==> src/rtl/v6_filter_seq.sv <==
// v6_filter_seq
//   Sequencer and event controller for one v6 shaping-filter channel.
//   Holds the filter in reset while idle, waits out the filter settle time,
//   then detects threshold crossings on the filtered stream. For each pulse
//   it captures the peak, the timestamp of the first peak sample and the
//   width, and presents the event on a valid/ready port.
//
// Ports
//   i_clk          system clock, rising edge
//   i_rst_n        asynchronous active-low reset
//   i_enable       run request; low returns the block to IDLE
//   i_threshold    signed trigger level
//   i_filt_data    signed filter sample, one per clock
//   o_filt_rst_n   registered active-low reset to the filter
//   o_evt_valid    event register holds an event
//   i_evt_ready    readout accepts the event
//   o_evt_peak     peak sample of the pulse
//   o_evt_time     timestamp of the first sample equal to the peak
//   o_evt_width    number of samples above threshold
//   o_dropped_cnt  events lost to backpressure (saturating)
//   o_state        IDLE=0 SETTLE=1 ARMED=2 PULSE=3 HOLD=4
module v6_filter_seq #(
  parameter int DATA_W           = 16,
  parameter int TS_W             = 32,
  parameter int SETTLE_CYCLES    = 64,
  parameter int HOLDOFF_CYCLES   = 16,
  parameter int MAX_PULSE_CYCLES = 255
) (
  input  logic                     i_clk,
  input  logic                     i_rst_n,
  input  logic                     i_enable,
  input  logic signed [DATA_W-1:0] i_threshold,
  input  logic signed [DATA_W-1:0] i_filt_data,
  output logic                     o_filt_rst_n,
  output logic                     o_evt_valid,
  input  logic                     i_evt_ready,
  output logic signed [DATA_W-1:0] o_evt_peak,
  output logic [TS_W-1:0]          o_evt_time,
  output logic [7:0]               o_evt_width,
  output logic [15:0]              o_dropped_cnt,
  output logic [2:0]               o_state
);

  typedef enum logic [2:0] {
    S_IDLE   = 3'd0,
    S_SETTLE = 3'd1,
    S_ARMED  = 3'd2,
    S_PULSE  = 3'd3,
    S_HOLD   = 3'd4
  } state_t;

  localparam logic [15:0] SETTLE_LAST = 16'(SETTLE_CYCLES - 1);
  localparam logic [15:0] HOLD_LAST   = 16'(HOLDOFF_CYCLES - 1);
  localparam logic [7:0]  MAX_W       = 8'(MAX_PULSE_CYCLES);

  state_t                     r_state, w_next;
  logic [15:0]                r_cnt;
  logic [TS_W-1:0]            r_ts;
  logic signed [DATA_W-1:0]   r_peak;
  logic [TS_W-1:0]            r_peak_ts;
  logic [7:0]                 r_width;

  logic                       r_evt_valid;
  logic signed [DATA_W-1:0]   r_evt_peak;
  logic [TS_W-1:0]            r_evt_time;
  logic [7:0]                 r_evt_width;
  logic [15:0]                r_dropped;
  logic                       r_filt_rst_n;

  logic                       w_above;
  logic                       w_commit;
  logic                       w_free;
  logic signed [DATA_W-1:0]   w_c_peak;
  logic [TS_W-1:0]            w_c_ts;
  logic [7:0]                 w_c_width;

  assign w_above = i_filt_data > i_threshold;
  // Event register can take a new event if empty or being drained this cycle.
  assign w_free  = !r_evt_valid || i_evt_ready;

  // w_c_* is the pulse record as it stands after this cycle's sample; it
  // feeds both the pulse registers and, on pulse end, the event register.
  always_comb begin
    w_next    = r_state;
    w_commit  = 1'b0;
    w_c_peak  = r_peak;
    w_c_ts    = r_peak_ts;
    w_c_width = r_width;
    case (r_state)
      S_IDLE: begin
        if (i_enable) w_next = S_SETTLE;
      end
      S_SETTLE: begin
        if (!i_enable)                w_next = S_IDLE;
        else if (r_cnt == SETTLE_LAST) w_next = S_ARMED;
      end
      S_ARMED: begin
        w_c_peak  = i_filt_data;
        w_c_ts    = r_ts;
        w_c_width = 8'd1;
        if (!i_enable) w_next = S_IDLE;
        else if (w_above) begin
          // A width limit of one ends the pulse on its trigger sample.
          if (MAX_W == 8'd1) begin
            w_commit = 1'b1;
            w_next   = S_HOLD;
          end else begin
            w_next = S_PULSE;
          end
        end
      end
      S_PULSE: begin
        if (!i_enable) w_next = S_IDLE;
        else if (w_above) begin
          w_c_width = r_width + 8'd1;
          // Strict compare: on ties the earliest sample keeps the timestamp.
          if (i_filt_data > r_peak) begin
            w_c_peak = i_filt_data;
            w_c_ts   = r_ts;
          end
          if (w_c_width == MAX_W) begin
            w_commit = 1'b1;
            w_next   = S_HOLD;
          end
        end else begin
          // Terminating sample is not part of the pulse.
          w_commit = 1'b1;
          w_next   = S_HOLD;
        end
      end
      S_HOLD: begin
        if (!i_enable)              w_next = S_IDLE;
        else if (r_cnt == HOLD_LAST) w_next = S_ARMED;
      end
      default: w_next = S_IDLE;
    endcase
  end

  always_ff @(posedge i_clk or negedge i_rst_n) begin
    if (!i_rst_n) begin
      r_state      <= S_IDLE;
      r_filt_rst_n <= 1'b0;
      r_cnt        <= '0;
      r_ts         <= '0;
    end else begin
      r_state      <= w_next;
      // Derived from the next state so the filter reset toggles on the same
      // edge as the state change and comes straight from a flop.
      r_filt_rst_n <= (w_next != S_IDLE);
      if (w_next != r_state)                          r_cnt <= '0;
      else if (r_state == S_SETTLE || r_state == S_HOLD) r_cnt <= r_cnt + 16'd1;
      if (r_state == S_IDLE && w_next == S_SETTLE)    r_ts <= '0;
      else if (r_state != S_IDLE)                     r_ts <= r_ts + TS_W'(1);
    end
  end

  always_ff @(posedge i_clk or negedge i_rst_n) begin
    if (!i_rst_n) begin
      r_peak    <= '0;
      r_peak_ts <= '0;
      r_width   <= '0;
    end else if ((r_state == S_ARMED && w_above) || r_state == S_PULSE) begin
      r_peak    <= w_c_peak;
      r_peak_ts <= w_c_ts;
      r_width   <= w_c_width;
    end
  end

  always_ff @(posedge i_clk or negedge i_rst_n) begin
    if (!i_rst_n) begin
      r_evt_valid <= 1'b0;
      r_evt_peak  <= '0;
      r_evt_time  <= '0;
      r_evt_width <= '0;
      r_dropped   <= '0;
    end else if (w_commit) begin
      if (w_free) begin
        r_evt_valid <= 1'b1;
        r_evt_peak  <= w_c_peak;
        r_evt_time  <= w_c_ts;
        r_evt_width <= w_c_width;
      end else if (r_dropped != 16'hFFFF) begin
        r_dropped <= r_dropped + 16'd1;
      end
    end else if (r_evt_valid && i_evt_ready) begin
      r_evt_valid <= 1'b0;
    end
  end

  assign o_state       = r_state;
  assign o_filt_rst_n  = r_filt_rst_n;
  assign o_evt_valid   = r_evt_valid;
  assign o_evt_peak    = r_evt_peak;
  assign o_evt_time    = r_evt_time;
  assign o_evt_width   = r_evt_width;
  assign o_dropped_cnt = r_dropped;

endmodule

==> config.mk <==
export PLATFORM = sky130hd
export DESIGN_NAME = v6_filter_seq
export DESIGN_NICKNAME = d
export VERILOG_FILES = /design/src/rtl/v6_filter_seq.sv
export SDC_FILE = /design/constraint.sdc
export NUM_CORES = 1
export LEC_CHECK = 0
export CAP_MARGIN = 15
export CORE_AREA = 2 2 181 183
export DETAILED_ROUTE_END_ITERATION = 6
export DIE_AREA = 0 0 183 185
export PLACE_DENSITY = 0.59
export SLEW_MARGIN = 20
export SYNTH_ARGS = -nofsm -noshare
export SYNTH_HDL_FRONTEND = slang
export SYNTH_SLANG_ARGS = --single-unit
export TNS_END_PERCENT = 30
==> constraint.sdc <==
create_clock -name i_clk -period 2.6 [get_ports i_clk]
set_clock_uncertainty 0.05 [all_clocks]
set_input_delay 0.39 -clock i_clk [delete_from_list [all_inputs] [get_ports i_clk]]
set_output_delay 0.39 -clock i_clk [all_outputs]
set_load 0.1 [all_outputs]
# Word-level counts from Yosys, hierarchy flattened
# Cells that the tools add are included.
# W data, S select, Z words.
# totals
regBits,181
inputBits,36
out_inout_bits,77
elab_cells,79
# op_classes
addsub,4
magnitude_cmp,2
n_eq_ne,11
muxes,33
n_bitwise,1
reduce_logical,16
# ops
cell,n
$mux W32,5
$mux W16,5
$pmux W32 S2,1
$add A16 B1 Y16 const B,2
$add A32 B1 Y32 const B,1
$gt A16 B16 Y1,2
$pmux W16 S2,1
$mux W3,10
$eq A16 B4 Y1 const B,1
$eq A16 B6 Y1 const B,1
$mux W8,2
$ne A16 B16 Y1 const B,1
$pmux W8 S2,1
$pmux W3 S5,1
$add A8 B1 Y8 const B,1
$eq A8 B8 Y1 const B,1
$mux W1,7
$eq A3 B1 Y1 const B,2
$eq A3 B2 Y1 const B,2
$reduce_bool A2 Y1,3
$reduce_bool A3 Y1,2
$reduce_and A2 Y1,2
$eq A3 B3 Y1 const B,1
$logic_and A1 B1 Y1,3
other kinds (7),9

# Longest topological paths before layout
# Gate-level depths: netlist of the first run.
# depth
word_depth,9
depth_mapped,11
depth_no_buf,9

# Worst setup path after synthesis of the first run
# Ideal clock, no wire load.
# synth_path
kind,reg-to-reg
from,"register r_state[2], in the netlist o_state[2]"
to,register r_ts[29]
setup_ns,0.125
t_arrival_ns,2.863
required_ns,2.425
setup_slack_ns,-0.438
stages_incl_launch_ff,10
n_path_buf,2
synth_period_minus_slack_ns,3.038
cell_sequence,dfrtp_1 buf_2 or3_1 nand3_1 or3_1 or2_2 clkbuf_1 nor3_1 nand3_1 mux2i_1
# synth_via
elab_chain_cells,7
word_cells_on_any_way,21
cone_classes,eq/ne (5); mux (12); reduce/logical (4)
# synth_lines
item,line,text
"start, declared",56,"state_t r_state, w_next;"
"start signal, assigned",146,r_state <= w_next;
$mux W3,121,if (w_c_width == MAX_W) begin
$mux W3,114,else if (w_above) begin
$mux W3,113,if (!i_enable) w_next = S_IDLE;
$pmux W3 S5,89,case (r_state)
$eq A3 B1 Y1,152,if (r_state == S_IDLE && w_next == S_SETTLE) r_ts <= '0;
$logic_and A1 B1 Y1,152,
$mux W32 or $reduce_bool A2 Y1 (tied branches),--,
"end signal, assigned",153,else if (r_state != S_IDLE) r_ts <= r_ts + TS_W'(1);
"end, declared",58,logic [TS_W-1:0] r_ts;
# Several ways; a longest one is shown, not always the timed one.
# A chain may end at the register's enable or synchronous reset.

# Worst setup path in the final report of the first run
# layout_path
from,input i_threshold[10]
to,register r_peak_ts[31]
# layout_via
elab_chain_cells,4
word_cells_on_any_way,6
cone_classes,order compare (1); mux (3); reduce/logical (2)
# layout_lines
item,line,text
"start, declared",32,"input logic signed [DATA_W-1:0] i_threshold,"
$gt A16 B16 Y1 *,77,assign w_above = i_filt_data > i_threshold;
$mux W32,114,
$mux W32,113,
$pmux W32 S2,89,
"end signal, assigned",164,r_peak_ts <= w_c_ts;
"end, declared",60,logic [TS_W-1:0] r_peak_ts;
# Every way passes the cells marked *; elsewhere a longest branch is shown, timed or not.

==> results.json, run 1 <==
{
  "core-area_sq_um": 32000,
  "ant_nets": 0,
  "htree_levels": 4,
  "syn_to_final_growth_pct": 32.3,
  "drv_slew": 0,
  "pwr-share-comb": 0.108,
  "path_depth": 11,
  "min_path_type": "in -> reg",
  "vias": 7866,
  "finalSetupTns_ns": -0.150,
  "leakage_uw": 0.00578,
  "crit_arrival_ns": 2.88,
  "grt_max_degree": 56,
  "end_kind": "flop",
  "place_area_sq_um": 11500,
  "setup_viol": 19,
  "grt_overflow": 0,
  "setup_slack_ns": -0.0150,
  "power_switching_uw": 1670,
  "io_pins": 113,
  "numCtsBuffers": 17,
  "drtIter0Drc": 538,
  "antenna_found_initial": 0,
  "yosys_warnings": 0,
  "syn_nets": 1027,
  "critPathMaxStageDelay_ns": 0.56,
  "sw_frac_of_total": 0.270,
  "power.share.sequential": 0.464,
  "fin_area_sq_um": 12500,
  "cp_cell_sequence": "dlygate4sd2_1 > inv_1 > ha_4 > nand2_4 > or4_4 > o221ai_4 > a31oi_4 > nor3_4 > buf_6 > buf_12 > mux2_4",
  "layout_commonest_cell": "dfrtp_1",
  "initial_core_util": 0.295,
  "grt_pass1_vias": 7910,
  "worstPathMaxFanout": 6,
  "internal_power_uw": 4520,
  "post-route-period-util": 1.01,
  "synth.cell_area_sq_um": 9450,
  "r2r_slack_ns": 0.03,
  "critPathKind": "in -> reg",
  "maxCapViolCount": 0,
  "finalHoldViolCount": 0,
  "hold_path_depth": 3,
  "synth_area_per_cell_sq_um": 9.90,
  "synth.distinct_cells": 63,
  "drc": 0,
  "path_clk_slew_ns": 0.07,
  "nets": 1196,
  "path_delay_family": "simple AND/OR/NAND/NOR gates",
  "port-buffer-count": 112,
  "diodes": 0,
  "fp.dieW_um": 183,
  "drive_gt1_frac": 0.294,
  "required_ns": 2.86,
  "grt_pass1_wl_mm": 41.9,
  "violations": "setup timing",
  "vdd_ir_drop_max_mv": 0.479,
  "status": "finished, violations left",
  "fillers": 3160,
  "layout_common_cells": "178 x dfrtp_1, 156 x buf_4, 83 x nor2_1, 75 x o21ai_0, 66 x nand2_1",
  "root_buffer": "clkbuf_16",
  "synth_edf_count": 0,
  "startpoint_type": "primary input",
  "post_drt_wl_per_cell_um": 17.1,
  "p_clk_frac": 0.429,
  "period_minus_slack_ns": 2.61,
  "cts.sinks": 181,
  "drt_wl_total_mm": 26.4,
  "powerDensity_nw_per_um2": 496,
  "die_area_sq_um": 33900,
  "synth-seq-cells": 181,
  "rsz0062_at_grt": "true",
  "async_flop_share": 1.00,
  "gp_congestion": 0.774,
  "utilization": 0.390,
  "tritoncts": "yes",
  "post-dp-hpwl_mm": 17.4,
  "die_h_um": 185,
  "worstMarginPinSlew_ns": 0.546,
  "reg2regPathDepth": 11,
  "clock_latency_ns": 0.43,
  "cts_buffer_depth": 2,
  "avgViaCountPerCell": 5.09,
  "row_count": 66,
  "max_freq_ghz": 0.382,
  "synth_cells": 954,
  "seq_area_frac_synth": 0.479,
  "drtPass1Iterations": 5,
  "slew_headroom": 0.636,
  "crit_buf_inv": 4,
  "track_usage": 0.155,
  "p_total_uw": 6200,
  "synth-main-ff-cell": "dfrtp_1",
  "cp_slowest_cell": "or4_4"
}
[power by group through the flow]
stage / Combinational, uW / Clock [uW] / Sequential (uW)
global placement: 606 / 0 / 2920
CTS: 626 / 2730 / 2870
floorplan: 286 / 0 / 2930
finish: 667 / 2660 / 2870
detailed placement: 613 / 0 / 2930
global route: 739 / 2850 / 2880
[synth_stat cells, drive strengths merged (2+ instances only)]
cell type	n	area [sq um]
a21o	3	22.5
a21oi	65	325
a311o	2	20.0
a311oi	2	23.8
a31oi	54	359
a41oi	2	25.0
and2	6	37.5
and3	18	113
and4	7	61.3
buf	19	128
clkbuf	39	146
dfrtp	181	4530
ha	37	463
inv	44	165
mux2	49	627
mux2i	14	140
nand2	68	255
nand2b	4	25.0
nand3	39	195
nand4	29	188
nor2	84	315
nor2b	5	31.3
nor3	6	35.0
nor4	5	31.3
o211ai	7	52.6
o21ai	81	405
o22ai	3	18.8
o311ai	2	17.5
o31a	2	17.5
o31ai	8	73.8
or2	2	12.5
or3	8	50.1
or4	5	45.0
xnor2	26	228
xor2	14	123
[worst paths after layout]
check / start / end
worst min register to register: o_evt_width[5] / o_evt_width[5]
worst min-delay path: i_filt_data[11] / r_peak[11]
max in group asynchronous: i_rst_n / o_state[0]
min in group asynchronous: i_rst_n / r_peak_ts[12]
worst max-delay path: i_threshold[10] / r_peak_ts[31]
worst max register to register: r_peak[7] / r_peak_ts[31]
[sequential cells by signal, indices dropped and copies added (netlist names)]
register	cells
o_dropped_cnt	16
o_filt_rst_n	1
o_evt_valid	1
r_peak_ts	32
r_peak	16
o_evt_width	8
r_cnt	16
o_evt_peak	16
o_state	3
r_width	8
o_evt_time	32
r_ts	32
[worst reg2reg max path, delay by kind of cell (launching register included)]
kind            cells  cell delay, ns
buf+inv             5            0.64
compound gates      2            0.40
simple gates        2            0.45
flops               1            0.39
fa+ha+maj           1            0.21
mux                 1            0.30
[layout make-up]
cell class / count / area, sq um / share of cell area
flip-flops and latches: 181 / 4540 / 0.363
multi-input cells: 671 / 4900 / 0.392
clock inverters: 14 / 164 / 0.0131
clock buffers: 18 / 439 / 0.0351
repair buffers: 208 / 1760 / 0.141
inverters: 44 / 180 / 0.0144
well taps: 408 / 510 / 0.0409
[routing by layer]
metal  up-vias  global-route usage  part of all wire
met2       143               0.262              0.49
met4         0              0.0467             0.012
met5         -                   0                 0
met1      3948               0.203              0.46
met3        16              0.0275             0.034
li1       3759                   -                 -
[logic make-up after synthesis]
kind of cell,after synthesis,synth area share
fa+ha+maj,37,0.0490
simple gates,288,0.150
buf+inv,102,0.0465
mux,63,0.0812
xor+xnor,40,0.0371
compound gates,243,0.157
flops,181,0.479
[what timing repair did]
item,CTS,global route
hold buffers,1,0
setup endpoints to repair,149,129
setup buffers,8,5
gates resized for setup,61,76
cloned,2,1
endpoints found under the hold margin,52,0
pin swaps,11,19
[per-stage QoR]
step,hold WS [ns],setup WS [ns],std cells
2_1_floorplan,0.0444,-0.161,954
5_1_grt,0.319,-0.0919,1544
4_1_cts,0.346,-0.132,1541
3_5_place_dp,0.353,-0.885,1499
3_3_place_gp,0.351,-0.835,1499
6_report,0.326,-0.0150,1544
Power figures use the tool's default switching activity.
==> run 2, diff against run 1 <==
Settings changed: PLACE_DENSITY 0.59 to 0.58.
Clock period 2.6 ns to 2.9 ns, I/O delays scaled along.
==> run 2 against run 1 <==
Net effect:
- the flow now finishes without violations
- wire length down 2.1%
- global-route usage down 0.22 points
- combinational power shrank 19%
- worst setup slack better by 0.074 ns
- highest routed layer unchanged
==> results.json, run 2 (same netlist as run 1, synthesis figures left out) <==
{
  "status": "completed",
  "maxCapViolCount": 0,
  "antenna_found_initial": 0,
  "worstPathMaxFanout": 8,
  "powerDensity_nw_per_um2": 449,
  "drtPass1Iterations": 5,
  "cts.sinks": 181,
  "whs_endpoint": "r_peak[4]",
  "period_minus_slack_ns": 2.84,
  "drt_wl_total_mm": 25.8,
  "sw_frac_of_total": 0.277,
  "slew_headroom": 0.584,
  "post-route-period-util": 0.980,
  "layout_commonest_cell": "dfrtp_1",
  "path_delay_family": "buffers and inverters",
  "vdd_ir_drop_max_mv": 0.394,
  "pwr-share-comb": 0.097,
  "leakage_uw": 0.00589,
  "io_pins": 113,
  "row_count": 66,
  "root_buffer": "clkbuf_16",
  "cp_slowest_cell": "clkdlybuf4s50_1",
  "internal_power_uw": 4030,
  "initial_core_util": 0.295,
  "end_kind": "flop",
  "drtIter0Drc": 418,
  "track_usage": 0.153,
  "cp_cell_sequence": "clkdlybuf4s50_1 > inv_1 > ha_4 > nand2_4 > or4_4 > o221ai_4 > a41oi_4 > nor3_4 > buf_12 > clkbuf_16 > mux2_2",
  "min_path_type": "in -> reg",
  "port-buffer-count": 112,
  "ant_nets": 0,
  "gp_congestion": 0.806,
  "fin_cells": 1532,
  "nets": 1184,
  "dp_cells": 1492,
  "utilization": 0.388,
  "r2r_slack_ns": 0.13,
  "drive_gt1_frac": 0.257,
  "crit_arrival_ns": 3.12,
  "max_freq_ghz": 0.352,
  "rr_startpoint": "r_peak[5]",
  "grt_pass1_wl_mm": 41.3,
  "grt_overflow": 0,
  "setup_viol": 0,
  "cts_buffer_depth": 2,
  "power_switching_uw": 1550,
  "p_clk_frac": 0.441,
  "core-area_sq_um": 32000,
  "rsz0062_at_grt": "false",
  "syn_to_final_growth_pct": 31.7,
  "diodes": 0,
  "post-dp-hpwl_mm": 17.6,
  "grt_max_degree": 69,
  "power.share.sequential": 0.462,
  "fp.dieW_um": 183,
  "required_ns": 3.18,
  "grt_pass1_vias": 7735,
  "hp-start": "i_filt_data[4]",
  "drv_slew": 0,
  "crit_buf_inv": 4,
  "clock_latency_ns": 0.44,
  "numCtsBuffers": 17,
  "htree_levels": 4,
  "layout_common_cells": "179 x dfrtp_1, 138 x buf_4, 84 x nor2_1, 78 x o21ai_0, 66 x nand2_1",
  "vias": 7798,
  "hold_path_depth": 3,
  "drc": 0,
  "die_area_sq_um": 33900,
  "finalHoldViolCount": 0,
  "startpoint_type": "primary input",
  "avgViaCountPerCell": 5.09,
  "critPathKind": "in -> reg",
  "worstReg2RegEnd": "r_peak_ts[12]",
  "critPathMaxStageDelay_ns": 0.46,
  "path_clk_slew_ns": 0.09,
  "die_h_um": 185,
  "tritoncts": "yes",
  "reg2regPathDepth": 11,
  "post_drt_wl_per_cell_um": 16.9,
  "worstMarginPinSlew_ns": 0.623
}
## run 2: cell count changes in the layout (fill, tap and decap cells not counted), moves of 4 or more
| cell | delta |
|---|---|
| buf_4 | -18 |
| dlymetal6s2s_1 | +17 |
| mux2_2 | +12 |
| mux2_4 | -12 |
| clkbuf_2 | -9 |
| clkdlybuf4s15_1 | -6 |
| ha_1 | +6 |
| ha_4 | -5 |
| clkinv_8 | +4 |
## run 2: how the worst max path moves through the flow
stage,start,endpoint,slack [ns],cells past startpoint
finish,i_threshold[10],r_peak_ts[18],0.06,11
global route,i_filt_data[11],r_peak_ts[1],0.009,10
CTS,i_threshold[11],r_peak_ts[31],-0.003,11
detailed placement,i_threshold[7],r_peak_ts[23],-0.61,10
global placement,i_threshold[7],r_peak_ts[20],-0.60,10
floorplan,i_threshold[15],r_peak[0],0.007,10
## run 2: power by group through the flow
stage | combinational [uW] | clock [uW] | sequential (uW)
after floorplan | 241 | 0 | 2630
after global placement | 507 | 0 | 2630
after detailed placement | 513 | 0 | 2630
after CTS | 521 | 2520 | 2580
after global routing | 603 | 2630 | 2580
final | 542 | 2460 | 2580
## run 2: cell type report
class | instances | area, sq um
clock buffer | 17 | 425
fill | 3191 | 19600
clock inverter | 15 | 206
sequential | 181 | 4530
timing repair buffer | 196 | 1880
inverter | 44 | 165
tap | 408 | 510
multi-input combinational | 671 | 4730
## run 2: repair_timing
action | 4_1_cts | 5_1_grt
hold endpoints to repair | 42 | 0
setup endpoints to repair | 123 | 123
gates cloned | 0 | 5
hold buffers | 1 | 0
pin swaps | 5 | 15
resized for setup | 18 | 53
buffers inserted | 1 | 2
## run 2: through the flow
step / setup TNS [ns] / hold slack, ns / total power [uW] / cell area [sq um] / worst slack (ns)
2_1_floorplan: 0 / 0.0894 / 2870 / 9450 / 0.00668
3_3_place_gp: -74.97 / 0.353 / 3130 / 11400 / -0.597
3_5_place_dp: -75.26 / 0.353 / 3140 / 11400 / -0.607
4_1_cts: -0.00258 / 0.443 / 5620 / 12100 / -0.00258
5_1_grt: 0 / 0.351 / 5810 / 12400 / 0.00857
6_report: 0 / 0.354 / 5580 / 12400 / 0.0586
## run 2: per-layer routing
metal | GRT usage | part of all wire | up-vias
li1 | - | - | 3745
met1 | 0.203 | 0.47 | 3875
met2 | 0.251 | 0.47 | 147
met3 | 0.0271 | 0.033 | 31
met4 | 0.0518 | 0.024 | 0
met5 | 0 | 0 | -
## run 2: worst register-to-register path: stages, from the launching register on
cell,delay (ns)
dfrtp_1,0.38
inv_1,0.05
ha_1,0.31
and4_4,0.22
o21ai_2,0.06
o2111ai_2,0.13
a311o_1,0.43
a41oi_4,0.27
nor3_4,0.08
buf_12,0.19
clkbuf_16,0.19
mux2_4,0.30
==> run 3, diff against run 2 <==
Settings changed: CORE_AREA 2 2 181 183 to 2 2 148 223, DIE_AREA 0 0 183 185 to 0 0 150 225.
==> run 3 against run 2 <==
Net effect:
- worst hold slack worse by 0.0057 ns
- clock power is 5% lower
- final area fell by 0.45%
- combinational power up 0.7%
- register-to-register slack better by 0.05 ns
- final cell count increased by 0.46%
- sequential share of layout area up 0.17 points
- critical endpoint is now r_peak_ts[10]
==> results.json, run 3 (same netlist as run 1, synthesis figures left out) <==
{
  "track_usage": 0.156,
  "layout_commonest_cell": "dfrtp_1",
  "grt_use_met1": 0.186,
  "die_area_sq_um": 33800,
  "row_count": 80,
  "crit_buf_inv": 6,
  "grt_pass1_vias": 7685,
  "maxCapViolCount": 0,
  "vias": 7822,
  "htree_levels": 4,
  "core-area_sq_um": 31600,
  "nets": 1189,
  "layout_common_cells": "179 x dfrtp_1, 142 x buf_4, 84 x nor2_1, 77 x o21ai_0, 66 x nand2_1",
  "tritoncts": "yes",
  "crit_arrival_ns": 3.09,
  "drtIter0Drc": 417,
  "worstReg2RegEnd": "r_peak_ts[10]",
  "io_pins": 113,
  "pwr-share-comb": 0.100,
  "cts_buffer_depth": 2,
  "grt_overflow": 0,
  "startpoint_type": "primary input",
  "numCtsBuffers": 17,
  "finalHoldViolCount": 0,
  "slew_headroom": 0.572,
  "fillers": 3134,
  "cp_cell_sequence": "dlygate4sd2_1 > inv_1 > ha_4 > nand4_2 > or4_4 > buf_6 > o22a_4 > a31oi_4 > nor3_4 > buf_6 > buf_6 > clkbuf_16 > mux2_4",
  "vdd_ir_drop_max_mv": 0.309,
  "worstPathMaxFanout": 5,
  "p_clk_frac": 0.427,
  "path_delay_family": "buffers and inverters",
  "cts.sinks": 181,
  "sw_frac_of_total": 0.264,
  "critPathMaxStageDelay_ns": 0.59,
  "post-route-period-util": 0.968,
  "drc": 0,
  "power.share.sequential": 0.473,
  "drt_wl_total_mm": 26.3,
  "post-dp-hpwl_mm": 17.7,
  "drive_gt1_frac": 0.257,
  "fp.dieW_um": 150,
  "leakage_uw": 0.00588,
  "syn_to_final_growth_pct": 31.1,
  "period_minus_slack_ns": 2.81,
  "ant_nets": 0,
  "fin_hold_ws_ns": 0.348,
  "required_ns": 3.19,
  "status": "completed",
  "path_clk_slew_ns": 0.07,
  "min_path_type": "in -> reg",
  "whs_endpoint": "r_peak[4]",
  "rsz0062_at_grt": "false",
  "grtUsageMet2": 0.274,
  "diodes": 0,
  "die_h_um": 225,
  "worstMarginPinSlew_ns": 0.642,
  "grt_pass1_wl_mm": 41.3,
  "end_kind": "flop",
  "busiest_layer": "met2",
  "drtPass1Iterations": 5,
  "fin_cells": 1539,
  "internal_power_uw": 4010,
  "grt_max_degree": 67,
  "avgViaCountPerCell": 5.08,
  "port-buffer-count": 112,
  "critPathKind": "in -> reg",
  "finalSetupTns_ns": 0,
  "crit_top_cell": "buf_6",
  "r2r_slack_ns": 0.18,
  "post_drt_wl_per_cell_um": 17.1,
  "antenna_found_initial": 0,
  "dp_cells": 1491,
  "clock_latency_ns": 0.45,
  "hp-start": "i_filt_data[4]",
  "initial_core_util": 0.299,
  "root_buffer": "clkbuf_16",
  "powerDensity_nw_per_um2": 440,
  "grt_use_met3": 0.0217,
  "cp_slowest_cell": "or4_4",
  "setup_viol": 0,
  "reg2regPathDepth": 12,
  "hold_path_depth": 3,
  "max_freq_ghz": 0.356,
  "drv_slew": 0,
  "power_switching_uw": 1440,
  "gp_congestion": 0.805,
  "utilization": 0.392,
  "rr_startpoint": "r_peak[4]"
}
[run 3: cell count changes in the layout (fill, tap and decap cells not counted), moves of 4 or more]
cell / delta
clkinv_8: -6
mux2_2: -6
mux2_4: +6
buf_4: +4
buf_6: +4
inv_1: +4
inv_2: -4
[run 3: how the worst max path moves through the flow]
stage / start / end / slack [ns] / depth (start not counted)
2_1_floorplan: i_threshold[15] / r_peak[0] / 0.007 / 10
3_3_place_gp: i_threshold[7] / r_peak_ts[8] / -0.62 / 10
3_5_place_dp: i_threshold[6] / r_peak_ts[6] / -0.64 / 10
4_1_cts: i_filt_data[4] / r_peak[2] / -0.007 / 13
5_1_grt: i_threshold[15] / r_peak_ts[12] / 0.004 / 12
6_report: i_threshold[15] / r_peak_ts[10] / 0.09 / 13
[run 3: metal layers]
layer  vias up  part of all wire
met5         -                 0
met4         0             0.035
met3        50             0.032
met2       145              0.53
met1      3863              0.41
li1       3764                 -
[run 3: what timing repair did]
action / in CTS / in global routing
pin swaps: 8 / 17
setup buffers: 6 / 5
hold buffers: 1 / 0
endpoints found under the setup margin: 113 / 108
endpoints found under the hold margin: 57 / 0
resized for setup: 38 / 47
cloned: 2 / 2
[run 3: tightest hold or removal path, cell delays in order]
cell,delay (ns)
dlymetal6s2s_1,0.11
buf_4,0.14
mux2_4,0.13
[run 3: power by group through the flow]
stage | registers, uW | logic, uW | clock network, uW
floorplan | 2630 | 241 | 0
global placement | 2630 | 513 | 0
detailed placement | 2630 | 520 | 0
CTS | 2580 | 538 | 2390
global route | 2580 | 608 | 2490
finish | 2580 | 546 | 2330
[run 3: cell type report]
type / count / area [sq um] / area share
flip-flops and latches: 181 / 4530 / 0.366
well taps: 410 / 513 / 0.0414
multi-input cells: 671 / 4720 / 0.381
clock inverters: 14 / 144 / 0.0116
repair buffers: 201 / 1870 / 0.151
inverters: 44 / 165 / 0.0133
clock buffers: 18 / 439 / 0.0355
[run 3: through the flow]
| stage | total power (uW) | setup WS (ns) | area (sq um) |
|---|---|---|---|
| finish | 5450 | 0.0933 | 12400 |
| global placement | 3140 | -0.617 | 11300 |
| global route | 5680 | 0.00378 | 12400 |
| CTS | 5500 | -0.00711 | 12100 |
| detailed placement | 3150 | -0.638 | 11300 |
| floorplan | 2870 | 0.00668 | 9450 |
